==> config.mk <==
export PLATFORM = sky130hd
export DESIGN_NAME = instr_prefetch_queue
export DESIGN_NICKNAME = d
export VERILOG_FILES = /design/src/rtl/instr_prefetch_queue.sv
export SDC_FILE = /design/constraint.sdc
export NUM_CORES = 1
export LEC_CHECK = 0
export BUFFER_PORTS_ARGS = -buffer_cell sky130_fd_sc_hd__buf_2
export CAP_MARGIN = 20
export CORE_MARGIN = 8
export CORE_UTILIZATION = 59
export DETAILED_ROUTE_END_ITERATION = 10
export PLACE_DENSITY = 0.87
export SLEW_MARGIN = 5
export SYNTH_ARGS = -nofsm -noshare
export SYNTH_HDL_FRONTEND = slang
export SYNTH_SLANG_ARGS = --single-unit
==> constraint.sdc <==
create_clock -name wire_clock -period 6.8 [get_ports wire_clock]
set_input_delay 1.36 -clock wire_clock [delete_from_list [all_inputs] [get_ports wire_clock]]
set_output_delay 1.36 -clock wire_clock [all_outputs]
set_load 0.02 [all_outputs]
==> src/rtl/instr_prefetch_queue.sv <==
// Instruction prefetch FIFO and single-port RAM bus arbiter; data accesses beat prefetches.
// Optional PREFETCH_STATS_EN builds saturating fetch/discard counters.
module instr_prefetch_queue #(
  parameter int unsigned DEPTH    = 4,
  parameter logic [15:0] RESET_PC = 16'h0000
) (
  input  logic        wire_clock,
  input  logic        wire_reset_n,
  output logic [15:0] bus_RAM_ADDRESS,
  output logic        wire_RW,
  output logic [15:0] bus_RAM_DATA_IN,
  input  logic [15:0] bus_RAM_DATA_OUT,
  output logic        instr_valid,
  output logic [15:0] instr_data,
  output logic [15:0] instr_addr,
  input  logic        instr_ready,
  input  logic        redirect,
  input  logic [15:0] redirect_pc,
  input  logic        dreq,
  input  logic        dwe,
  input  logic [15:0] daddr,
  input  logic [15:0] dwdata,
  output logic [15:0] drdata,
  output logic        dack,
  output logic [3:0]  instr_count,
  output logic [15:0] stat_fetches,
  output logic [15:0] stat_discards
);

  localparam int unsigned PtrW = (DEPTH > 1) ? $clog2(DEPTH) : 1;

  logic [15:0] fetch_pc_q, fetch_pc_d;
  logic        epoch_q, epoch_d;

  logic [15:0] bus_addr_q, bus_addr_d;
  logic        bus_rw_q, bus_rw_d;
  logic [15:0] bus_wdata_q, bus_wdata_d;

  // Tag pipe: stage 1 is aligned with the bus registers, stage 2 with returning RAM data.
  logic        s1_valid_q, s1_data_q, s1_write_q, s1_epoch_q;
  logic [15:0] s1_addr_q;
  logic        s1_valid_d, s1_data_d, s1_write_d, s1_epoch_d;
  logic [15:0] s1_addr_d;
  logic        s2_valid_q, s2_data_q, s2_write_q, s2_epoch_q;
  logic [15:0] s2_addr_q;

  logic [15:0]     fifo_addr_q [DEPTH];
  logic [15:0]     fifo_data_q [DEPTH];
  logic [PtrW-1:0] wr_ptr_q, wr_ptr_d;
  logic [PtrW-1:0] rd_ptr_q, rd_ptr_d;
  logic [3:0]      count_q, count_d;

  logic        dack_q, dack_d;
  logic [15:0] drdata_q, drdata_d;

  logic        data_busy, data_accept, fetch_issue;
  logic        s1_fetch, s2_fetch, push, pop, discard, head_valid;
  logic [3:0]  count_eff;
  logic [4:0]  credit_used;
  logic [15:0] issue_pc;

  assign s1_fetch   = s1_valid_q & ~s1_data_q;
  assign s2_fetch   = s2_valid_q & ~s2_data_q;
  assign head_valid = (count_q != 4'd0);

  // dack_q counts as busy because the requester still holds dreq on the edge ending dack.
  assign data_busy   = (s1_valid_q & s1_data_q) | (s2_valid_q & s2_data_q) | dack_q;
  assign data_accept = dreq & ~data_busy;

  // Stale in-flight fetches still hold credit; this is conservative but never overflows.
  assign count_eff   = redirect ? 4'd0 : count_q;
  assign credit_used = {1'b0, count_eff} + {4'd0, s1_fetch} + {4'd0, s2_fetch};
  assign fetch_issue = ~data_accept & (credit_used < 5'(DEPTH));
  assign issue_pc    = redirect ? redirect_pc : fetch_pc_q;

  assign push    = s2_fetch & (s2_epoch_q == epoch_q) & ~redirect;
  assign discard = s2_fetch & ~push;
  assign pop     = head_valid & instr_ready & ~redirect;

  always_comb begin
    fetch_pc_d = fetch_issue ? issue_pc + 16'd1 : issue_pc;
    epoch_d    = redirect ? ~epoch_q : epoch_q;

    bus_addr_d  = bus_addr_q;
    bus_rw_d    = 1'b0;
    bus_wdata_d = bus_wdata_q;
    if (data_accept) begin
      bus_addr_d  = daddr;
      bus_rw_d    = dwe;
      bus_wdata_d = dwdata;
    end else if (fetch_issue) begin
      bus_addr_d = issue_pc;
    end

    s1_valid_d = data_accept | fetch_issue;
    s1_data_d  = data_accept;
    s1_write_d = data_accept & dwe;
    s1_epoch_d = epoch_d;
    s1_addr_d  = data_accept ? daddr : issue_pc;
  end

  always_comb begin
    wr_ptr_d = wr_ptr_q;
    rd_ptr_d = rd_ptr_q;
    count_d  = count_q;
    if (redirect) begin
      wr_ptr_d = '0;
      rd_ptr_d = '0;
      count_d  = 4'd0;
    end else begin
      if (push) wr_ptr_d = wr_ptr_q + 1'b1;
      if (pop)  rd_ptr_d = rd_ptr_q + 1'b1;
      unique case ({push, pop})
        2'b10:   count_d = count_q + 4'd1;
        2'b01:   count_d = count_q - 4'd1;
        default: count_d = count_q;
      endcase
    end
  end

  always_comb begin
    dack_d   = s2_valid_q & s2_data_q;
    drdata_d = drdata_q;
    if (s2_valid_q & s2_data_q & ~s2_write_q) drdata_d = bus_RAM_DATA_OUT;
  end

  always_ff @(posedge wire_clock or negedge wire_reset_n) begin
    if (!wire_reset_n) begin
      fetch_pc_q  <= RESET_PC;
      epoch_q     <= 1'b0;
      bus_addr_q  <= 16'h0000;
      bus_rw_q    <= 1'b0;
      bus_wdata_q <= 16'h0000;
      s1_valid_q  <= 1'b0;
      s1_data_q   <= 1'b0;
      s1_write_q  <= 1'b0;
      s1_epoch_q  <= 1'b0;
      s1_addr_q   <= 16'h0000;
      s2_valid_q  <= 1'b0;
      s2_data_q   <= 1'b0;
      s2_write_q  <= 1'b0;
      s2_epoch_q  <= 1'b0;
      s2_addr_q   <= 16'h0000;
      wr_ptr_q    <= '0;
      rd_ptr_q    <= '0;
      count_q     <= 4'd0;
      dack_q      <= 1'b0;
      drdata_q    <= 16'h0000;
    end else begin
      fetch_pc_q  <= fetch_pc_d;
      epoch_q     <= epoch_d;
      bus_addr_q  <= bus_addr_d;
      bus_rw_q    <= bus_rw_d;
      bus_wdata_q <= bus_wdata_d;
      s1_valid_q  <= s1_valid_d;
      s1_data_q   <= s1_data_d;
      s1_write_q  <= s1_write_d;
      s1_epoch_q  <= s1_epoch_d;
      s1_addr_q   <= s1_addr_d;
      s2_valid_q  <= s1_valid_q;
      s2_data_q   <= s1_data_q;
      s2_write_q  <= s1_write_q;
      s2_epoch_q  <= s1_epoch_q;
      s2_addr_q   <= s1_addr_q;
      wr_ptr_q    <= wr_ptr_d;
      rd_ptr_q    <= rd_ptr_d;
      count_q     <= count_d;
      dack_q      <= dack_d;
      drdata_q    <= drdata_d;
    end
  end

  // Storage needs no reset: outputs are gated by occupancy.
  always_ff @(posedge wire_clock) begin
    if (push) begin
      fifo_addr_q[wr_ptr_q] <= s2_addr_q;
      fifo_data_q[wr_ptr_q] <= bus_RAM_DATA_OUT;
    end
  end

`ifdef PREFETCH_STATS_EN
  logic [15:0] stat_fetches_q, stat_discards_q;

  always_ff @(posedge wire_clock or negedge wire_reset_n) begin
    if (!wire_reset_n) begin
      stat_fetches_q  <= 16'h0000;
      stat_discards_q <= 16'h0000;
    end else begin
      if (fetch_issue && stat_fetches_q != 16'hFFFF) stat_fetches_q <= stat_fetches_q + 16'd1;
      if (discard && stat_discards_q != 16'hFFFF) stat_discards_q <= stat_discards_q + 16'd1;
    end
  end

  assign stat_fetches  = stat_fetches_q;
  assign stat_discards = stat_discards_q;
`else
  logic unused_discard;
  assign unused_discard = discard;
  assign stat_fetches   = 16'h0000;
  assign stat_discards  = 16'h0000;
`endif

  assign bus_RAM_ADDRESS = bus_addr_q;
  assign wire_RW         = bus_rw_q;
  assign bus_RAM_DATA_IN = bus_wdata_q;
  assign instr_valid     = head_valid;
  assign instr_addr      = head_valid ? fifo_addr_q[rd_ptr_q] : 16'h0000;
  assign instr_data      = head_valid ? fifo_data_q[rd_ptr_q] : 16'h0000;
  assign instr_count     = count_q;
  assign dack            = dack_q;
  assign drdata          = drdata_q;

endmodule

== After elaboration in Yosys (flattened, before gate mapping) ==
Memories as Yosys holds them, arrays and structs flattened.
Cells that the tools add are included.
W data, S select, Z words.
Storage, ports and cells
  bits in registers: 114
  RAM bits: 128
  output and inout port bits: 119
  word-level logic and storage cells: 76
  memories: 2
Memories
  fifo_addr_q: words 4, width 16, read ports 1, clocked after memory_dff 0, write ports 1, line 47  | logic [15:0] fifo_addr_q [DEPTH];
  fifo_data_q: words 4, width 16, read ports 1, clocked after memory_dff 0, write ports 1, line 48  | logic [15:0] fifo_data_q [DEPTH];
Cells by class
  add/subtract/negate cells: 7
  $lt $le $gt $ge: 1
  eq/ne operators: 3
  mux-type cells: 17
  bitwise gates (word level): 22
  reductions and logical operators: 5
Operators with widths (count)
  $mux W16: 7
  $add A16 B1 Y16 const B: 1
  $and A1 B1 Y1: 12
  $mux W2: 4
  $mux W4: 2
  $pmux W4 S2: 1
  $not A1 Y1: 7
  $reduce_bool A2 Y1: 3
  $add A4 B1 Y5: 1
  $add A5 B1 Y5: 1
  $lt A5 B3 Y1 const B: 1
  $add A2 B1 Y2 const B: 2
  $add A4 B1 Y4 const B: 1
  $reduce_bool A4 Y1: 1
  $sub A4 B1 Y4 const B: 1
  $mux W1: 3
  $or A1 B1 Y1: 3
  $reduce_bool A3 Y1: 1
  $eq A2 B1 Y1 const B: 1
  $eq A2 B2 Y1 const B: 1
  $eq A1 B1 Y1: 1

== Logic depth before layout (Yosys ltp) ==
  depth in word-level cells: 9
  mapped depth: 12
  gate-level depth less buffers: 8

== Worst setup path before layout ==
OpenSTA, ideal clock, no wires.
  path type: input-to-reg
  from: input port redirect
  to: register bus_addr_q[10], in the netlist bus_RAM_ADDRESS[10]
  arrival: 3.521 ns
  slack: 3.154 ns
  stages: 12
  cells stage by stage: buf_4 > buf_6 > clkbuf_1 > buf_2 > nor2b_1 > ha_1 > a211oi_1 > a21o_1 > nand2b_1 > buf_2 > buf_6 > mux2_2
Between the ends
  cells in the longest elaborated chain, start to end: 6
RTL lines
  start, declared: line 17  | input logic redirect,
  $mux W4: line 71  | assign count_eff = redirect ? 4'd0 : count_q;
  $add A4 B1 Y5: line 72  | assign credit_used = {1'b0, count_eff} + {4'd0, s1_fetch} + {4'd0, s2_fetch};
  $add A5 B1 Y5: line 72
  $lt A5 B3 Y1: line 73  | assign fetch_issue = ~data_accept & (credit_used < 5'(DEPTH));
  $and A1 B1 Y1: line 73
  $reduce_bool A2 Y1 (no source line)
  end signal, assigned: line 152  | bus_addr_q <= bus_addr_d;
  end, declared: line 35  | logic [15:0] bus_addr_q, bus_addr_d;
Several ways; a longest one is shown, not always the timed one. The select of a mux whose other input is x is not followed.
A chain may end at the register's enable or synchronous reset.

== Worst setup path after layout ==
  from: register rd_ptr_q[0]
  to: output port instr_addr[0]
Between the ends
  cells in the longest elaborated chain, start to end: 2
RTL lines
  start, declared: line 50  | logic [PtrW-1:0] rd_ptr_q, rd_ptr_d;
  start signal, assigned: line 166  | rd_ptr_q <= rd_ptr_d;
  $mem_v2 Z4 W16
  $mux W16: line 207  | assign instr_addr = head_valid ? fifo_addr_q[rd_ptr_q] : 16'h0000;
  end, declared: line 15  | output logic [15:0] instr_addr,
No other way between the ends.

==> impl_metrics.toml <==
[critical_path]
cp_slowest_cell = "dfrtp_2"
start_kind = "flop"
cp_data_arrival_time_ns = 2.52
crit_buf_inv = 2
worstSetupEndpointType = "output port"
cp_max_fo = 24
timing.rr.start = "s1_valid_q$_DFF_PN0_"
cp_data_required_time_ns = 5.44
rr_endpoint = "bus_RAM_ADDRESS[10]$_DFFE_PN0P_"
cp_cell_sequence = "buf_4 -> mux4_2 -> and2_1 -> buf_2"
ff2ff_path_depth = 5
cp_top_family = "buffers and inverters"
cp_slowest_stage_delay_ns = 0.59
reg2reg_slack_ns = 4.18
critPathKind = "reg2out"
crit_cells = 4

[power_and_ir_drop]
power_density_nw_per_um2 = 489.3
p_clk_frac = 0.242
p_total_mw = 5.553
switching_power_mw = 1.946
peakVddDrop_uv = 334.4
p_sw_frac = 0.3504
internal_power_mw = 3.607
p_seq_frac = 0.408
p_leak_nw = 4.717
combPwrFrac = 0.349

[place]
dp_cells = 966
io_buffer_count = 156
gp_congestion = 0.8405
place_area_um2 = 10510
dpl.hpwl_um = 13370

[grt]
grt_antenna_before_repair = 0
overflow = 0
grt_max_degree = 63
grt_pass1_wl_um = 31460
grt_pass1_vias = 6006
grtUsageTotal = 0.1969

[cells_and_area]
layout-drive-gt1-share = 0.3489
fin_nets = 851
final_cell_mix = "155 x buf_2, 128 x edfxtp_1, 112 x dfrtp_1"
finalNonFillerCells = 1011
syn2layout_area_growth_pct = 17.38
diodes = 0
fin_area_um2 = 11350
final_common_cell = "buf_2"

[sta]
post-route-period-util = 0.5701
worst_slew_pin_slew_ns = 0.9255
relSlewSlack = 0.3830
final.min_clock_period_ns = 3.877
rsz0062_at_grt = "false"
fmax_ghz = 0.2579
final-max-slew-violation-count = 0
clock-skew-final_ns = 0.02052
fin_setup_tns_ns = 0
holdWs_ns = 0.3502
finalSetupViolations = 0
final_hold_viol_count = 0

[worst_hold_path]
hold_depth = 0
hp-start = "s1_addr_q[10]$_DFF_PN0_"
min_to = "s2_addr_q[10]$_DFF_PN0_"
hp-class = "reg2reg"

[job]
cap_violations = 0

[clock_network]
post_cts.resized_instances = 0
cts_sinks = 241
postCtsSetupBuffers = 0
clk-insertion-delay-late_ns = 0.51
cts.reportedPaths.clkPinSlew_ns = 0.06
holdBufCountCts = 0
htree_levels = 1
cts-root-buf = "clkbuf_16"
cts_buffer_depth = 3
cts_tree = "done"
cts_inserted_buffers = 24

[synthesis]
synth_top_area_cell = "edfxtp_1"
yosys_most_used_dff = "edfxtp_1"
ys_seq_elements = 241
ys_seq_area_frac = 0.6900
yosysTopAreaCellShare = 0.3976
ys_warn_count = 0
synth.avg_cell_area_um2 = 15.80
async_flop_share = 0.4689
synth_cells = 612
synthTopCellsByArea = "edfxtp_1 40%, dfrtp_1 29%, mux4_2 7.5%"
ys_types = 43
synth_area_um2 = 9668
synth-edff-count = 128

[drt]
drtIter0Drc = 300
drtPass1Iterations = 4
ant_nets = 0
drc = 0
viasPerCell = 5.380
wl_per_cell_um = 20.14
num_vias = 5439
wl_um = 20370

[die]
ios = 189
rows = 47
die_h_um = 144.0
core_area_um2 = 16290
start_util = 0.5935
die_w_um = 144.0
die_area_um2 = 20740

[status]
status = "finished, final reports clean"
layer usage:
layer  vias up  part of all wire  global-route usage
li1       2461                 -                   -
met5         -                 0                   0
met1      2757              0.39              0.2341
met3        25             0.067             0.03962
met4         0             0.014             0.04925
met2       196              0.53              0.3588
state kept, by name (all words and copies together), names as in the netlist, 2 cells and up:
register and cells:
s1_addr_q 16, bus_RAM_DATA_IN 16, wr_ptr_q 2, instr_count 4, bus_RAM_ADDRESS 16, drdata 16
fetch_pc_q 16, s2_addr_q 16, fifo_data_q 64, fifo_addr_q 64, rd_ptr_q 2
how the worst max path moves through the flow:
stage	slack, ns	end	start
after floorplan	3.15	bus_RAM_ADDRESS[10]$_DFFE_PN0P_	redirect
after global placement	2.78	bus_RAM_ADDRESS[9]$_DFFE_PN0P_	redirect
after detailed placement	2.74	bus_RAM_ADDRESS[4]$_DFFE_PN0P_	redirect
after CTS	2.79	instr_addr[14]	instr_count[1]$_DFFE_PN0P_
after global routing	2.76	instr_addr[12]	rd_ptr_q[0]$_DFFE_PN0P_
final	2.92	instr_addr[0]	rd_ptr_q[0]$_DFFE_PN0P_
stage by stage:
step,util,worst slack (ns)
finish,0.6967,2.923
global route,0.6967,2.761
CTS,0.6958,2.792
detailed placement,0.6454,2.737
global placement,0.6454,2.784
floorplan,-,3.154
cell usage after synthesis, drive strengths merged, types with 6 or more instances:
| library cell | number |
|---|---|
| nor2 | 28 |
| mux2i | 14 |
| ha | 8 |
| nand2 | 61 |
| and2 | 38 |
| xnor2 | 10 |
| xor2 | 14 |
| mux4 | 32 |
| clkbuf | 12 |
| edfxtp | 128 |
| nand4b | 6 |
| mux2 | 37 |
| buf | 49 |
| dfrtp | 113 |
| a21oi | 16 |
power by group through the flow:
stage          clock [mW]  sequential [mW]  combinational, mW
6_report             1.35             2.27               1.94
2_1_floorplan           0             2.40               1.19
3_3_place_gp            0             2.24               1.87
4_1_cts              1.36             2.26               1.95
3_5_place_dp            0             2.28               1.94
5_1_grt              1.42             2.31               2.10
final cells by class:
cell class | instances | area [µm²]
sequential | 241 | 6673
fill | 1093 | 4941
multi-input combinational | 336 | 2703
tap | 220 | 275.3
clock inverter | 9 | 105.1
inverter | 5 | 18.77
timing repair buffer | 165 | 858.3
clock buffer | 35 | 715.7
worst register-to-register path, stage by stage, from the launching register on:
cell and delay, ns:
dfrtp_1 0.41, nand2_1 0.08, nand4b_1 0.46, buf_4 0.47, nand2b_1 0.66, mux2_2 0.42
cell families (layout without fill, tap and decap cells):
family | Yosys count | in the layout | share of synthesized area
muxes | 83 | 83 | 0.1321
adders and majority gates | 8 | 8 | 0.01035
and+or+nand+nor | 159 | 159 | 0.08153
AOI/OAI and AO/OA | 30 | 30 | 0.02058
other | 1 | 32 | 0.0003879
xor gates and xnor gates | 24 | 24 | 0.02252
buffers and inverters | 66 | 214 | 0.04245
DFF | 241 | 241 | 0.6900
(Power assumes the default switching activity.)
